### config.mk
export PLATFORM = sky130hd
export DESIGN_NAME = tx_ram_arbiter_flat
export DESIGN_NICKNAME = d
export VERILOG_FILES = /design/src/rtl/tx_inband_pkg.sv /design/src/rtl/tx_ram_arbiter_if.sv /design/src/rtl/tx_ram_arbiter_rr_pick.sv /design/src/rtl/tx_ram_arbiter.sv /design/src/flat_wrapper.sv
export SDC_FILE = /design/constraint.sdc
export NUM_CORES = 1
export LEC_CHECK = 0
export ABC_CLOCK_PERIOD_IN_PS = 2200
export CAP_MARGIN = 20
export CORE_MARGIN = 2
export CORE_UTILIZATION = 36
export CTS_CLUSTER_SIZE = 10
export DETAILED_ROUTE_END_ITERATION = 6
export PLACE_DENSITY = 0.77
export SYNTH_ARGS = -nofsm -noshare
export SYNTH_HDL_FRONTEND = slang
export SYNTH_SLANG_ARGS = --single-unit
### constraint.sdc
create_clock -name txclk -period 2.2 [get_ports txclk]
set_clock_uncertainty 0.2 [all_clocks]
set_input_delay 0.33 -clock txclk [delete_from_list [all_inputs] [get_ports txclk]]
set_output_delay 0.33 -clock txclk [all_outputs]
set_load 0.005 [all_outputs]
### src/rtl/tx_inband_pkg.sv
// tx_inband_pkg: shared constants and state encoding for the transmit in-band path
package tx_inband_pkg;
    typedef enum logic [1:0] {IDLE, BURST, RELEASE} arb_state_t;
    localparam int PKT_BYTES = 512;
    localparam int PKT_WORDS_DEFAULT = PKT_BYTES / 4;
    function automatic int cmd_index(input int num_chan);
        return num_chan;
    endfunction
    function automatic int oh2idx(input logic [15:0] oh);
        int idx = 0;
        for (int i = 0; i < 16; i++) if (oh[i]) idx = i;
        return idx;
    endfunction
endpackage

### src/rtl/tx_ram_arbiter_if.sv
// tx_ram_arbiter_if: requester-side and RAM-side signals of the transmit RAM arbiter
interface tx_ram_arbiter_if #(parameter int NUM_CHAN = 2);
    logic [NUM_CHAN:0] req, rd, done, grant, overrun, timeout;
    logic [31:0] ram_data, data;
    logic clear_status, ram_rd, ram_rd_done, busy;
    logic [7:0] word_count;
    modport master (
        output req, rd, done, ram_data, clear_status,
        input ram_rd, ram_rd_done, data, grant, busy, word_count, overrun, timeout
    );
    modport slave (
        input req, rd, done, ram_data, clear_status,
        output ram_rd, ram_rd_done, data, grant, busy, word_count, overrun, timeout
    );
endinterface

### src/rtl/tx_ram_arbiter_rr_pick.sv
// rr_pick: combinational round-robin picker, one-hot winner is the first masked requester after last
module rr_pick #(
    parameter int N = 3,
    parameter int LW = $clog2(N)
) (
    input logic [N-1:0] req,
    input logic [LW-1:0] last,
    input logic [N-1:0] mask,
    output logic [N-1:0] win
);
    logic [LW:0] sft;
    logic [N-1:0] s, p;
    assign sft = {1'b0, last} + (LW + 1)'(1);
    // rotate so bit 0 is the index after last, isolate lowest set bit, rotate back
    assign s = N'({req & mask, req & mask} >> sft);
    assign p = s & (-s);
    assign win = N'(({p, p} << sft) >> N);
endmodule

### src/rtl/tx_ram_arbiter.sv
// tx_ram_arbiter: shares the transmit packet RAM read port among data channels and the command reader,
// holding each grant for a whole packet and policing length and stalls with sticky flags.
module tx_ram_arbiter
    import tx_inband_pkg::*;
#(
    parameter int NUM_CHAN = 2,
    parameter int PKT_WORDS = PKT_WORDS_DEFAULT,
    parameter int TIMEOUT = 255,
    parameter int CMD_PRIORITY = 1
) (
    input logic txclk,
    input logic reset,
    tx_ram_arbiter_if.slave bus
);
    localparam int W = NUM_CHAN + 1;
    localparam int LW = $clog2(W);
    localparam logic [W-1:0] CMD_OH = W'(1) << cmd_index(NUM_CHAN);
    arb_state_t state, state_nxt;
    logic [W-1:0] grant_q, pick, win, mask, overrun_q, timeout_q;
    logic [LW-1:0] last;
    logic [7:0] wc, idle_cnt;
    logic own_rd, own_done, fwd, ovr_set, to_set, cmd_owner;

    assign mask = CMD_PRIORITY != 0 ? ~CMD_OH : '1;
    rr_pick #(.N(W)) u_pick (.req(bus.req), .last(last), .mask(mask), .win(pick));
    assign win = (CMD_PRIORITY != 0 && bus.req[NUM_CHAN]) ? CMD_OH : pick;
    assign own_rd = |(bus.rd & grant_q);
    assign own_done = |(bus.done & grant_q);
    assign cmd_owner = CMD_PRIORITY != 0 && grant_q[NUM_CHAN];

    always_ff @(posedge txclk)
        state <= reset ? IDLE : state_nxt;

    always_comb begin
        fwd = state == BURST && own_rd && wc < 8'(PKT_WORDS);
        ovr_set = state == BURST && own_rd && wc == 8'(PKT_WORDS);
        to_set = state == BURST && !own_rd && !own_done && idle_cnt == 8'(TIMEOUT - 1);
        state_nxt = state == IDLE ? (|bus.req ? BURST : IDLE)
                  : state == BURST ? ((own_done || to_set) ? RELEASE : BURST)
                  : IDLE;
    end

    always_ff @(posedge txclk) begin
        if (reset) begin
            grant_q <= '0;
            wc <= '0;
            idle_cnt <= '0;
            last <= LW'(NUM_CHAN);
            overrun_q <= '0;
            timeout_q <= '0;
        end else begin
            overrun_q <= (bus.clear_status ? '0 : overrun_q) | (ovr_set ? grant_q : '0);
            timeout_q <= (bus.clear_status ? '0 : timeout_q) | (to_set ? grant_q : '0);
            if (state == IDLE && |bus.req) begin
                grant_q <= win;
                wc <= '0;
                idle_cnt <= '0;
            end
            if (state == BURST) begin
                wc <= wc + 8'(fwd);
                idle_cnt <= own_rd ? '0 : own_done ? idle_cnt : idle_cnt + 8'd1;
                if (state_nxt == RELEASE) begin
                    grant_q <= '0;
                    if (!cmd_owner) last <= LW'(oh2idx(16'(grant_q)));
                end
            end
        end
    end

    assign bus.ram_rd = fwd;
    assign bus.ram_rd_done = state == RELEASE;
    assign bus.busy = state != IDLE;
    assign bus.grant = grant_q;
    assign bus.word_count = wc;
    assign bus.overrun = overrun_q;
    assign bus.timeout = timeout_q;
    assign bus.data = bus.ram_data;
endmodule
### src/flat_wrapper.sv
// flat-port wrapper written by rule: the top's interface ports become plain ports
module tx_ram_arbiter_flat import tx_inband_pkg::*;
#(
    parameter int NUM_CHAN = 2,
    parameter int PKT_WORDS = PKT_WORDS_DEFAULT,
    parameter int TIMEOUT = 255,
    parameter int CMD_PRIORITY = 1
)
  (txclk, reset, bus_req, bus_rd, bus_done, bus_ram_data, bus_clear_status, bus_ram_rd, bus_ram_rd_done, bus_data, bus_grant, bus_busy, bus_word_count, bus_overrun, bus_timeout);
  tx_ram_arbiter_if #(.NUM_CHAN(NUM_CHAN)) bus_i ();
  input logic txclk;
  input logic reset;
  input wire logic [$bits(bus_i.req)-1:0] bus_req;
  input wire logic [$bits(bus_i.rd)-1:0] bus_rd;
  input wire logic [$bits(bus_i.done)-1:0] bus_done;
  input wire logic [$bits(bus_i.ram_data)-1:0] bus_ram_data;
  input wire logic [$bits(bus_i.clear_status)-1:0] bus_clear_status;
  output wire logic [$bits(bus_i.ram_rd)-1:0] bus_ram_rd;
  output wire logic [$bits(bus_i.ram_rd_done)-1:0] bus_ram_rd_done;
  output wire logic [$bits(bus_i.data)-1:0] bus_data;
  output wire logic [$bits(bus_i.grant)-1:0] bus_grant;
  output wire logic [$bits(bus_i.busy)-1:0] bus_busy;
  output wire logic [$bits(bus_i.word_count)-1:0] bus_word_count;
  output wire logic [$bits(bus_i.overrun)-1:0] bus_overrun;
  output wire logic [$bits(bus_i.timeout)-1:0] bus_timeout;
  assign bus_i.req = bus_req;
  assign bus_i.rd = bus_rd;
  assign bus_i.done = bus_done;
  assign bus_i.ram_data = bus_ram_data;
  assign bus_i.clear_status = bus_clear_status;
  assign bus_ram_rd = bus_i.ram_rd;
  assign bus_ram_rd_done = bus_i.ram_rd_done;
  assign bus_data = bus_i.data;
  assign bus_grant = bus_i.grant;
  assign bus_busy = bus_i.busy;
  assign bus_word_count = bus_i.word_count;
  assign bus_overrun = bus_i.overrun;
  assign bus_timeout = bus_i.timeout;
  tx_ram_arbiter #(.NUM_CHAN(NUM_CHAN), .PKT_WORDS(PKT_WORDS), .TIMEOUT(TIMEOUT), .CMD_PRIORITY(CMD_PRIORITY)) u_core (.txclk(txclk), .reset(reset), .bus(bus_i));
endmodule
==> qor.yml <==
worst_hold_path:
  hold_depth: 2
  hp-class: "reg -> reg"
  holdCritStartpoint: "u_core.idle_cnt[5]"
  min_to: "u_core.idle_cnt[5]"
drt:
  drc: 0
  finalWirelength_um: 4260
  num_vias: 1684
  drtIter0Drc: 108
  viasPerCell: 5.30
  wire_per_inst_um: 13.4
  drtAntennaViolNets: 0
  firstDrtPassIters: 4
worst_setup_path:
  reg2reg_depth: 9
  rrSetupSlack_ns: 0.11
  critPathArrivalTime_ns: 2.14
  path_buf_inv: 3
  worstPathCellList: "clkdlybuf4s50_1 -> a222oi_1 -> buf_4 -> nor3_4 -> buf_6 -> ha_4 -> ha_2 -> nand4_1 -> or2_2 -> a21oi_2"
  r2r-start: "u_core.bus.grant[0]"
  reg2reg_to: "u_core.bus.word_count[7]"
  crit_required_ns: 2.22
  crit_path_start_kind: "input pin"
  crit_path_max_incr_delay_ns: 0.45
  crit_path_end_kind: "register"
  critPathSlowestCell: "clkdlybuf4s50_1"
  crit_type: "in -> reg"
  cp_top_family: "buffers and inverters"
  worstPathMaxFanout: 2
run:
  max_cap_violations: 0
placement:
  port_buffers: 31
  hpwl_um: 2970
  dp_worst_setup_slack_ns: -0.264
  gp_congestion: 0.864
  placed_cell_area_sq_um: 2110
sta:
  hold_violations: 0
  timing.final.ws_setup_ns: 0.0770
  min_period_over_period: 0.965
  clock.fmax_mhz: 471
  finalWorstPathRequiredPeriod_ns: 2.12
  holdWs_ns: 0.303
  maxSlewViolCount: 0
  relSlewSlack: 0.699
  tightestPinTransition_ns: 0.448
  fin_tns_setup_ns: 0
  setup_viol: 0
clocking:
  cts_sinks: 29
  cts_tree: "built"
  cts_max_path_buffers: 2
  htreeDepth: 2
  numCtsBuffers: 5
  clk-insertion-delay-late_ns: 0.28
  ctsHoldBuffers: 0
  root_buffer: "clkbuf_8"
  clkTransAtPathRegs_ns: 0.06
power_and_ir_drop:
  switching_share: 0.251
  p_leak_nw: 0.861
  clock_power_share: 0.416
  max-vdd-ir-drop_uv: 224
  p_switching_mw: 0.346
  p_per_area_nw_per_um2: 597
  power_frac_comb: 0.181
  p_int_mw: 1.03
  p_seq_frac: 0.403
cells_and_area:
  final_core_util: 0.481
  antenna_cells: 0
  drive_gt1_frac: 0.203
  stdcell_area_sq_um: 2300
  syn2layout_area_growth_pct: 27.1
  nNetsFinal: 299
floorplan:
  die_area_sq_um: 5620
  core-area_sq_um: 4790
  die_y_um: 75.0
  initial_core_util: 0.379
  dieWidth_um: 75.0
  rows: 25
  ios: 96
global_routing:
  grt_util_all_layers: 0.160
  grt_pass1_vias: 1483
  grt_pass1_wl_um: 6730
  grt_overflow: 0
  grt_max_degree: 15
  antenna_found_initial: 0
synthesis:
  ys_types: 43
  netlist_instances: 229
  ys.warnings.count: 0
  synth_edf_count: 0
  async_reset_ff_frac: 0
  synth-seq-cells: 29
  avgSynthCellArea_sq_um: 7.92
  synth_ff_type: "dfxtp_1"
  synth_seq_area_share: 0.320
  syn-num-nets: 278
  syn_area_sq_um: 1810
run_status:
  outcome: "finished, final reports clean"
[how the worst max path moves through the flow]
stage / startpoint / to / slack, ns / cells past startpoint
4_1_cts: bus_rd[2] / u_core.bus.word_count[7] / 0.02 / 9
6_report: bus_rd[1] / u_core.bus.word_count[6] / 0.08 / 10
3_3_place_gp: bus_rd[0] / u_core.bus.word_count[4] / -0.25 / 9
5_1_grt: bus_rd[1] / u_core.bus.word_count[6] / -0.02 / 10
2_1_floorplan: u_core.bus.grant[0] / u_core.bus.word_count[7] / -0.12 / 7
3_5_place_dp: bus_rd[0] / u_core.bus.word_count[4] / -0.26 / 9
[cell type report]
class	count	area, sq um
clock buffer	7	86.3
clock inverter	1	30.0
fill	451	2480
inverter	5	18.8
multi-input combinational	152	988
sequential	29	583
tap	67	83.8
timing repair buffer	57	513
[kinds of logic after synthesis]
group / after synthesis / synth area share
buffers and inverters: 48 / 0.172
flip-flops: 29 / 0.320
AND/OR/NAND/NOR: 95 / 0.282
multiplexers: 2 / 0.0117
XOR/XNOR: 7 / 0.0338
adder cells (fa/ha/maj): 5 / 0.0345
AO/OA/AOI/OAI: 43 / 0.146
[layer usage]
| layer | up-vias | global-route usage | share of wire |
|---|---|---|---|
| met5 | - | 0 | 0 |
| li1 | 815 | - | - |
| met4 | 0 | 0.0972 | 0.022 |
| met3 | 10 | 0.0535 | 0.073 |
| met2 | 69 | 0.244 | 0.49 |
| met1 | 790 | 0.194 | 0.42 |
[cells in the final DEF, fill, tap and decap left out, drive strengths merged, types with 5 or more instances in the layout]
cell | synthesis | routed
clkbuf | 7 | 7
nor2b | 9 | 9
nand3 | 7 | 7
nand2 | 14 | 14
nand3b | 5 | 5
nor2 | 22 | 22
xnor2 | 5 | 5
inv | 5 | 5
clkdlybuf4s50 | 0 | 28
ha | 5 | 5
o21ai | 6 | 6
dfxtp | 29 | 29
a21oi | 22 | 22
nand4 | 6 | 6
buf | 36 | 26
nor3 | 9 | 9
[Yosys cell counts (2+ instances only)]
cell | number | area, sq um
buf_4 | 32 | 240
dfxtp_1 | 29 | 581
nor2_1 | 22 | 82.6
a21oi_1 | 21 | 105
nand2_1 | 14 | 52.6
nor2b_1 | 9 | 56.3
nor3_1 | 9 | 45.0
clkbuf_1 | 7 | 26.3
nand3_1 | 7 | 35.0
nand4_1 | 6 | 37.5
ha_1 | 5 | 62.6
inv_1 | 5 | 18.8
nand3b_1 | 5 | 37.5
o21ai_0 | 5 | 25.0
xnor2_1 | 5 | 43.8
a211oi_1 | 4 | 30.0
and3_1 | 4 | 25.0
or2_2 | 4 | 25.0
or3_1 | 4 | 25.0
buf_2 | 3 | 15.0
nand2b_1 | 3 | 18.8
a211o_1 | 2 | 17.5
a222oi_1 | 2 | 20.0
and4_1 | 2 | 17.5
xor2_1 | 2 | 17.5
[power groups by stage]
stage	logic [mW]	registers, mW	clock network [mW]
after floorplan	0.163	0.562	0
after global placement	0.225	0.565	0
after detailed placement	0.228	0.566	0
after CTS	0.231	0.554	0.585
after global routing	0.272	0.558	0.612
final	0.248	0.555	0.573
[sequential cells by signal, summed over array words and instances, names as in the netlist]
signal / cells
u_core.bus.word_count: 8
u_core.idle_cnt: 8
u_core.bus.grant: 3
u_core.bus.overrun: 3
u_core.bus.timeout: 3
u_core.last: 2
u_core.state: 2
[worst reg2reg max path, cell delays in order, from the launching register on]
cell and delay [ns]:
dfxtp_2 0.35, a222oi_1 0.32, buf_4 0.20, nor3_4 0.05
buf_6 0.12, ha_4 0.15, and3_4 0.18, nand4_1 0.10
mux2_4 0.30, nor2_1 0.07
[stage by stage]
| stage | instances | total power, mW |
|---|---|---|
| floorplan | 229 | 0.725 |
| global placement | 308 | 0.790 |
| detailed placement | 308 | 0.794 |
| CTS | 317 | 1.37 |
| global route | 318 | 1.44 |
| finish | 318 | 1.38 |
[what timing repair did]
item                       4_1_cts  5_1_grt
pin swaps                        3        5
gates cloned                     0        0
gates resized for setup          5       11
buffers inserted                 1        1
setup endpoints to repair        1        8
No activity file was read; power rests on OpenSTA's default activity.
